<file path="src/rtl/wb_arb_pkg.sv">
// wb_arb_pkg: shared types and widths for the two-master Wishbone RAM arbiter
package wb_arb_pkg;
    typedef enum logic [1:0] {ARB_IDLE, ARB_GNT0, ARB_GNT1} arb_state_t;
    localparam int HOLD_W = 8;
    localparam int ADDR_W = 32;
    localparam int DATA_W = 32;
    localparam int WIDTH_W = 2;
endpackage

</file>
<file path="src/rtl/WISHBONE_IF.sv">
// WISHBONE_IF: single-beat Wishbone bundle between a requester and the RAMBlock port
interface WISHBONE_IF;
    import wb_arb_pkg::*;
    logic stb;
    logic cyc;
    logic we;
    logic ack;
    logic [ADDR_W-1:0] addr;
    logic [WIDTH_W-1:0] width;
    logic [DATA_W-1:0] data_write;
    logic [DATA_W-1:0] data_read;
    modport master(output stb, cyc, we, addr, width, data_write, input data_read, ack);
    modport slave(input stb, cyc, we, addr, width, data_write, output data_read, ack);
endinterface

</file>
<file path="src/rtl/wb_arb_rr_pick.sv">
// wb_arb_rr_pick: fairness rule choosing the next grant from idle
module wb_arb_rr_pick
    import wb_arb_pkg::*;
(
    input  logic       req0,
    input  logic       req1,
    input  logic       ptr,
    output arb_state_t pick
);
    // ptr=0 favours m0, ptr=1 favours m1; it only matters under contention
    always_comb pick = (req0 & req1) ? (ptr ? ARB_GNT1 : ARB_GNT0) :
                       req0 ? ARB_GNT0 : req1 ? ARB_GNT1 : ARB_IDLE;
endmodule

</file>
<file path="src/rtl/wb_ram_arbiter.sv">
// wb_ram_arbiter: locks the RAMBlock port to one of two Wishbone masters per cyc,
// round-robin under contention, with a hold limit so neither master starves.
module wb_ram_arbiter
    import wb_arb_pkg::*;
#(
    parameter int MAX_HOLD = 16,
    parameter bit M0_FIRST = 1'b1
) (
    input logic        iClk,
    input logic        iRst,
    WISHBONE_IF.slave  m0_wb,
    WISHBONE_IF.slave  m1_wb,
    WISHBONE_IF.master s_wb
);
    localparam logic [HOLD_W-1:0] HOLD_LAST = HOLD_W'(MAX_HOLD - 1);
    arb_state_t state, state_next, pick;
    logic ptr, ptr_next;
    logic [HOLD_W-1:0] hold_cnt, hold_next;
    logic req0, req1, gnt0, gnt1, other_req, at_limit, preempt, release_gnt;
    assign req0 = m0_wb.cyc & m0_wb.stb;
    assign req1 = m1_wb.cyc & m1_wb.stb;
    assign gnt0 = state == ARB_GNT0;
    assign gnt1 = state == ARB_GNT1;
    assign other_req = gnt0 ? req1 : gnt1 ? req0 : 1'b0;
    assign at_limit = hold_cnt == HOLD_LAST;
    assign preempt = s_wb.ack & at_limit & other_req;
    assign release_gnt = gnt0 ? (~m0_wb.cyc | preempt) : gnt1 ? (~m1_wb.cyc | preempt) : 1'b0;
    wb_arb_rr_pick u_pick (
        .req0 (req0),
        .req1 (req1),
        .ptr  (ptr),
        .pick (pick)
    );
    always_comb begin
        state_next = state;
        ptr_next = ptr;
        hold_next = hold_cnt;
        if (state == ARB_IDLE)
            state_next = pick;
        else if (release_gnt) begin
            // hand over directly when the other side waits, so no idle bubble
            state_next = other_req ? (gnt0 ? ARB_GNT1 : ARB_GNT0) : ARB_IDLE;
            ptr_next = gnt0;
        end
        if (state_next != state)
            hold_next = '0;
        else if (s_wb.ack & other_req & ~at_limit)
            hold_next = hold_cnt + 1'b1;
    end
    always_ff @(posedge iClk or negedge iRst) begin
        if (!iRst) begin
            state <= ARB_IDLE;
            ptr <= ~M0_FIRST;
            hold_cnt <= '0;
        end else begin
            state <= state_next;
            ptr <= ptr_next;
            hold_cnt <= hold_next;
        end
    end
    // grant comes straight from the state flop, so reset drops the slave side at once
    assign s_wb.stb = gnt0 ? m0_wb.stb : gnt1 ? m1_wb.stb : 1'b0;
    assign s_wb.cyc = gnt0 ? m0_wb.cyc : gnt1 ? m1_wb.cyc : 1'b0;
    assign s_wb.we = gnt0 ? m0_wb.we : gnt1 ? m1_wb.we : 1'b0;
    assign s_wb.addr = gnt0 ? m0_wb.addr : gnt1 ? m1_wb.addr : '0;
    assign s_wb.width = gnt0 ? m0_wb.width : gnt1 ? m1_wb.width : '0;
    assign s_wb.data_write = gnt0 ? m0_wb.data_write : gnt1 ? m1_wb.data_write : '0;
    assign m0_wb.ack = gnt0 & s_wb.ack;
    assign m1_wb.ack = gnt1 & s_wb.ack;
    assign m0_wb.data_read = gnt0 ? s_wb.data_read : '0;
    assign m1_wb.data_read = gnt1 ? s_wb.data_read : '0;
endmodule
</file>
<file path="src/flat_wrapper.sv">
// flat-port wrapper written by rule: the top's interface ports become plain ports
module wb_ram_arbiter_flat import wb_arb_pkg::*;
#(
    parameter int MAX_HOLD = 16,
    parameter bit M0_FIRST = 1'b1
)
  (iClk, iRst, m0_wb_stb, m0_wb_cyc, m0_wb_we, m0_wb_addr, m0_wb_width, m0_wb_data_write, m0_wb_data_read, m0_wb_ack, m1_wb_stb, m1_wb_cyc, m1_wb_we, m1_wb_addr, m1_wb_width, m1_wb_data_write, m1_wb_data_read, m1_wb_ack, s_wb_stb, s_wb_cyc, s_wb_we, s_wb_addr, s_wb_width, s_wb_data_write, s_wb_data_read, s_wb_ack);
  WISHBONE_IF m0_wb_i ();
  WISHBONE_IF m1_wb_i ();
  WISHBONE_IF s_wb_i ();
  input logic iClk;
  input logic iRst;
  input wire logic [$bits(m0_wb_i.stb)-1:0] m0_wb_stb;
  input wire logic [$bits(m0_wb_i.cyc)-1:0] m0_wb_cyc;
  input wire logic [$bits(m0_wb_i.we)-1:0] m0_wb_we;
  input wire logic [$bits(m0_wb_i.addr)-1:0] m0_wb_addr;
  input wire logic [$bits(m0_wb_i.width)-1:0] m0_wb_width;
  input wire logic [$bits(m0_wb_i.data_write)-1:0] m0_wb_data_write;
  output wire logic [$bits(m0_wb_i.data_read)-1:0] m0_wb_data_read;
  output wire logic [$bits(m0_wb_i.ack)-1:0] m0_wb_ack;
  input wire logic [$bits(m1_wb_i.stb)-1:0] m1_wb_stb;
  input wire logic [$bits(m1_wb_i.cyc)-1:0] m1_wb_cyc;
  input wire logic [$bits(m1_wb_i.we)-1:0] m1_wb_we;
  input wire logic [$bits(m1_wb_i.addr)-1:0] m1_wb_addr;
  input wire logic [$bits(m1_wb_i.width)-1:0] m1_wb_width;
  input wire logic [$bits(m1_wb_i.data_write)-1:0] m1_wb_data_write;
  output wire logic [$bits(m1_wb_i.data_read)-1:0] m1_wb_data_read;
  output wire logic [$bits(m1_wb_i.ack)-1:0] m1_wb_ack;
  output wire logic [$bits(s_wb_i.stb)-1:0] s_wb_stb;
  output wire logic [$bits(s_wb_i.cyc)-1:0] s_wb_cyc;
  output wire logic [$bits(s_wb_i.we)-1:0] s_wb_we;
  output wire logic [$bits(s_wb_i.addr)-1:0] s_wb_addr;
  output wire logic [$bits(s_wb_i.width)-1:0] s_wb_width;
  output wire logic [$bits(s_wb_i.data_write)-1:0] s_wb_data_write;
  input wire logic [$bits(s_wb_i.data_read)-1:0] s_wb_data_read;
  input wire logic [$bits(s_wb_i.ack)-1:0] s_wb_ack;
  assign m0_wb_i.stb = m0_wb_stb;
  assign m0_wb_i.cyc = m0_wb_cyc;
  assign m0_wb_i.we = m0_wb_we;
  assign m0_wb_i.addr = m0_wb_addr;
  assign m0_wb_i.width = m0_wb_width;
  assign m0_wb_i.data_write = m0_wb_data_write;
  assign m0_wb_data_read = m0_wb_i.data_read;
  assign m0_wb_ack = m0_wb_i.ack;
  assign m1_wb_i.stb = m1_wb_stb;
  assign m1_wb_i.cyc = m1_wb_cyc;
  assign m1_wb_i.we = m1_wb_we;
  assign m1_wb_i.addr = m1_wb_addr;
  assign m1_wb_i.width = m1_wb_width;
  assign m1_wb_i.data_write = m1_wb_data_write;
  assign m1_wb_data_read = m1_wb_i.data_read;
  assign m1_wb_ack = m1_wb_i.ack;
  assign s_wb_stb = s_wb_i.stb;
  assign s_wb_cyc = s_wb_i.cyc;
  assign s_wb_we = s_wb_i.we;
  assign s_wb_addr = s_wb_i.addr;
  assign s_wb_width = s_wb_i.width;
  assign s_wb_data_write = s_wb_i.data_write;
  assign s_wb_i.data_read = s_wb_data_read;
  assign s_wb_i.ack = s_wb_ack;
  wb_ram_arbiter #(.MAX_HOLD(MAX_HOLD), .M0_FIRST(M0_FIRST)) u_core (.iClk(iClk), .iRst(iRst), .m0_wb(m0_wb_i), .m1_wb(m1_wb_i), .s_wb(s_wb_i));
endmodule
</file>
<file path="config.mk">
export PLATFORM = sky130hd
export DESIGN_NAME = wb_ram_arbiter_flat
export DESIGN_NICKNAME = d
export VERILOG_FILES = /design/src/rtl/wb_arb_pkg.sv /design/src/rtl/WISHBONE_IF.sv /design/src/rtl/wb_arb_rr_pick.sv /design/src/rtl/wb_ram_arbiter.sv /design/src/flat_wrapper.sv
export SDC_FILE = /design/constraint.sdc
export NUM_CORES = 1
export LEC_CHECK = 0
export CAP_MARGIN = 20
export CORE_AREA = 4 4 116 118
export DETAILED_ROUTE_END_ITERATION = 8
export DIE_AREA = 0 0 120 122
export REMOVE_ABC_BUFFERS = 1
export SLEW_MARGIN = 20
export SYNTH_ARGS = -nofsm -noshare
export SYNTH_HDL_FRONTEND = slang
export SYNTH_SLANG_ARGS = --single-unit
</file>
<file path="constraint.sdc">
create_clock -name iClk -period 2.2 [get_ports iClk]
set_input_delay 0.44 -clock iClk [delete_from_list [all_inputs] [get_ports iClk]]
set_output_delay 0.44 -clock iClk [all_outputs]
set_load 0.05 [all_outputs]
</file>
* Word level (Yosys, flattened, before mapping)
Cells that the tools add are included.
Word-level totals: memories kept 0, input bits 173, memory bits (read-only) 0, register bits after elaboration 11, bits in writable memories 0, output and inout port bits 135, bits in latches 0
Cells by class: $lt $le $gt $ge 0, muxes and demuxes 28, $add $sub $neg 1, reduce and logical (&&, ||, !) cells 3, bitwise operators 15, equality and inequality tests 4, divide/modulo/power cells 0, multipliers 0, shift-type cells 0
Operators by type and width (count):
- $mux 32 | 6
- $mux 2 | 10
- $mux 8 | 2
- $mux 1 | 10
- $and 1x1->1 | 9
- $add 8x1->8 const B | 1
- $eq 8x4->1 const B | 1
- $not 1->1 | 4
- $eq 2x1->1 const B | 1
- $eq 2x2->1 const B | 1
- $logic_not 2->1 | 1
- $ne 2x2->1 | 1
- $or 1x1->1 | 2
- $reduce_and 2->1 | 1
- $reduce_bool 2->1 | 1

* Longest topological paths before layout
depth after elaboration 11, gate-level depth with buffers 7, mapped depth without buffers 6

* Modules after synthesis
Synthesis repeated with hierarchy kept, for this count alone.
Second synthesis, totals: cell total of the unflattened synthesis 242, area, all modules 1881.8 um^2
Modules (own cells, without submodules):
- wb_ram_arbiter | instances 1, area each 1863.0 um^2, cells an instance 239
- wb_arb_rr_pick | instances 1, area each 18.8 um^2, cells an instance 3

* Worst setup path before layout
No wires, ideal clock.
path type register -> output, from register u_core.state[1], to output port m0_wb_data_read[11], path slack 0.210 ns, cell stages (with the launch flop) 6, arrival time 1.550 ns, path buffers 3, cells stage by stage dfrtp_1 -> buf_2 -> nor2_1 -> clkbuf_1 -> clkbuf_1 -> and2_1
On the way: longest elaborated chain between the ends 2
Ends and longest elaborated chain:
- start: declaration | RTL line wb_ram_arbiter.sv:16 | arb_state_t state, state_next, pick;
- start signal: assignment | RTL line wb_ram_arbiter.sv:56 | state <= state_next;
- $eq 2x1->1 | RTL line wb_ram_arbiter.sv:22 | assign gnt0 = state == ARB_GNT0;
- $mux 32 | RTL line wb_ram_arbiter.sv:70 | assign m0_wb.data_read = gnt0 ? s_wb.data_read : '0;
- end: declaration | RTL line flat_wrapper.sv:19 | output wire logic [$bits(m0_wb_i.data_read)-1:0] m0_wb_data_read;
Every way passes these cells.

* Worst setup path after layout
from register u_core.state[0], to output port s_wb_data_write[16]
On the way: longest elaborated chain between the ends 3
Ends and longest elaborated chain:
- $eq 2x2->1 | RTL line wb_ram_arbiter.sv:23 | assign gnt1 = state == ARB_GNT1;
- $mux 32 | RTL line wb_ram_arbiter.sv:67 | assign s_wb.data_write = gnt0 ? m0_wb.data_write : gnt1 ? m1_wb.data_write : '0;
- $mux 32 * | RTL line wb_ram_arbiter.sv:67
- end: declaration | RTL line flat_wrapper.sv:34 | output wire logic [$bits(s_wb_i.data_write)-1:0] s_wb_data_write;
Mark *: on every way between the ends. The rest lies on a longest branch, timed or not.

==> flow_summary.yaml <==
power_and_ir_drop:
  power_density_nw_per_um2: 1558
  worst_ir_drop_vdd_uv: 988.7
  p_leak_uw: 0.002662
yosys:
  avgSynthCellArea_um2: 7.712
  syn-cell-area_um2: 1789
  ys.warnings.count: 0
  ys_ff_latch: 11
  ys_seq_area_frac: 0.1538
  syn_inst: 232
  synth.distinct_cells: 32
cts:
  hold_buffers: 0
  numCtsBuffers: 3
  clock_sinks: 11
  htreeDepth: 1
  clock_latency_ps: 240
  clk_pin_slew_worst_paths_ps: 40
  cts_buffer_depth: 2
  root_buffer: "clkbuf_16"
  cts_tree: "built"
final_layout:
  drive_above_1_share: 0.2933
  nets: 700
  final_cell_mix: "clkdlybuf4s50_1, buf_12, a22o_1"
  antenna_cells: 0
  fin_util: 0.5216
  syn_to_final_growth_pct: 263.4
  nFillCells: 1101
  multi_input_area_um2: 1398
  final_common_cell: "clkdlybuf4s50_1"
  seq_area_um2: 276.5
global_routing:
  grt_max_degree: 54
  antenna_found_initial: 1
  grt_pass1_vias: 2974
  gr-total-overflow: 0
  grt_usage: 0.1747
  grt_pass1_wl_um: 19730
sta:
  fmax_mhz: 476.6
  worstMarginPinSlew_ps: 516.0
  drv_slew: 0
  setup_tns_ps: 0
  finalSetupViolCount: 0
  setup_ws_ps: 102.0
  holdWs_ps: 549.6
  hold_viol: 0
  rsz0062_at_grt: "false"
  layout_min_cycle_time_ps: 2098
  maxSlewHeadroom: 0.6549
  finClkSkew_ps: 1.193
  fin_crit_sh: 0.9536
setup_path:
  crit_arrival_ps: 1660
  startpoint_type: "flip-flop"
  criticalPathCategory: "reg -> out"
  worstPathMaxFanout: 51
  cp-startpoint: "u_core.state[0]$_DFF_PN0_"
  r2r_start: "u_core.hold_cnt[5]$_DFFE_PN0P_"
  worstPathRequired_ps: 1760
  end_kind: "output port"
job:
  drv_cap: 0
placement:
  numPortBuffers: 307
  gp_congestion: 0.9255
  place_hpwl_um: 11950
  place_ws_ps: 168.8
outcome:
  status: "finished, final reports clean"
floorplan:
  start_util: 0.1435
  rows: 41
  core_area_um2: 12470
  die_h_um: 122
  dieArea_um2: 14640
  die_w_um: 120
  pin_count: 308
min_path:
  min-delay-path-class: "in -> async"
routing:
  wl_per_cell_um: 20.20
  drc: 0
  num_vias: 3002
  viasPerCell: 4.307
  firstDrtPassIters: 4
  drt-total-wl_um: 14080
  drtIter0Drc: 192
  postRouteAntennaNets: 0
==> critical path: stages (launching register included) <==
cell and delay, ps:
dfrtp_2 440, inv_1 120, nor2_4 180, buf_12 250
a22o_1 250, buf_12 160
==> final timing paths <==
check	endpoint	slack (ps)	cells after the start
max	s_wb_data_write[16]	100	5
min	u_core.ptr$_DFFE_PN0P_	550	1
max reg2reg	u_core.hold_cnt[7]$_DFFE_PN0P_	420	5
min reg2reg	u_core.hold_cnt[7]$_DFFE_PN0P_	560	2
max in group asynchronous	u_core.state[0]$_DFF_PN0_	1280	1
min in group iClk	u_core.hold_cnt[7]$_DFFE_PN0P_	560	2
==> layout make-up <==
cell class | instances | area share
timing repair buffer | 313 | 0.6950
multi-input combinational | 193 | 0.2149
sequential | 11 | 0.04252
tap | 172 | 0.03310
clock buffer | 4 | 0.01212
inverter | 4 | 0.002309
==> sequential cells by signal (all words and copies together), names as in the netlist <==
signal           cells
u_core.hold_cnt      8
u_core.state         2
u_core.ptr           1
==> where the power goes <==
part / leakage (µW) / switching, µW / internal, µW / total [µW]
sequential: 0.000147 / 49.4 / 241 / 290
clock: 0.0000382 / 85.8 / 243 / 329
combinational: 0.00248 / 5140 / 4370 / 9510
total: 0.00266 / 5280 / 4850 / 10100
==> repair_timing <==
action                                  in CTS  in global routing
endpoints found under the hold margin        0                  0
endpoints found under the setup margin       0                 99
resized for setup                            0                  1
buffers inserted                             0                  0
==> synth_stat cells <==
| master | count | area (µm²) |
|---|---|---|
| a22o_1 | 69 | 604.3 |
| and2_1 | 65 | 406.6 |
| buf_2 | 15 | 75.07 |
| dfrtp_1 | 11 | 275.3 |
| nor2_1 | 9 | 33.78 |
| clkbuf_1 | 8 | 30.03 |
| nand2_1 | 7 | 26.28 |
| nand3_1 | 7 | 35.03 |
| xor2_1 | 7 | 61.31 |
| inv_1 | 4 | 15.01 |
| a31oi_1 | 3 | 18.77 |
| nor2b_1 | 3 | 18.77 |
| and3_1 | 2 | 12.51 |
| nand3b_1 | 2 | 15.01 |
| nor3_1 | 2 | 10.01 |
| o21ai_0 | 2 | 10.01 |
| a211oi_1 | 1 | 7.510 |
| a21boi_0 | 1 | 7.510 |
| a21o_1 | 1 | 7.510 |
| a21oi_1 | 1 | 5.000 |
| a21oi_2 | 1 | 8.760 |
| a22oi_1 | 1 | 7.510 |
| and3_2 | 1 | 7.510 |
| buf_6 | 1 | 11.26 |
| ha_1 | 1 | 12.51 |
| nand4_1 | 1 | 6.260 |
| nand4_2 | 1 | 12.51 |
| nand4b_1 | 1 | 8.760 |
| nor2_2 | 1 | 6.260 |
| o22ai_2 | 1 | 12.51 |
| or2_4 | 1 | 8.760 |
| or4_4 | 1 | 11.26 |
==> logic make-up after synthesis <==
group / Yosys count / share of synthesized area
flip-flops: 11 / 0.1538
adder cells (fa/ha/maj): 1 / 0.006992
AND/OR/NAND/NOR: 104 / 0.3462
AO/OA/AOI/OAI: 81 / 0.3853
buffers and inverters: 28 / 0.07342
XOR/XNOR: 7 / 0.03427
==> metrics by stage <==
step,cells,instance area (µm²),total power (µW)
floorplan,208,1673,4470
global placement,693,6422,9828
detailed placement,693,6422,9846
CTS,697,6501,10210
global route,697,6502,10410
finish,697,6502,10130
==> metal layers <==
layer / share of wire / global-route usage / wire length (µm)
met1: 0.38 / 0.2092 / 5388
met5: 0.00078 / 0 / 11
met3: 0.072 / 0.04410 / 1007
met4: 0.0065 / 0.01861 / 92
met2: 0.54 / 0.3246 / 7576
No activity file was read; power rests on OpenSTA's default activity.
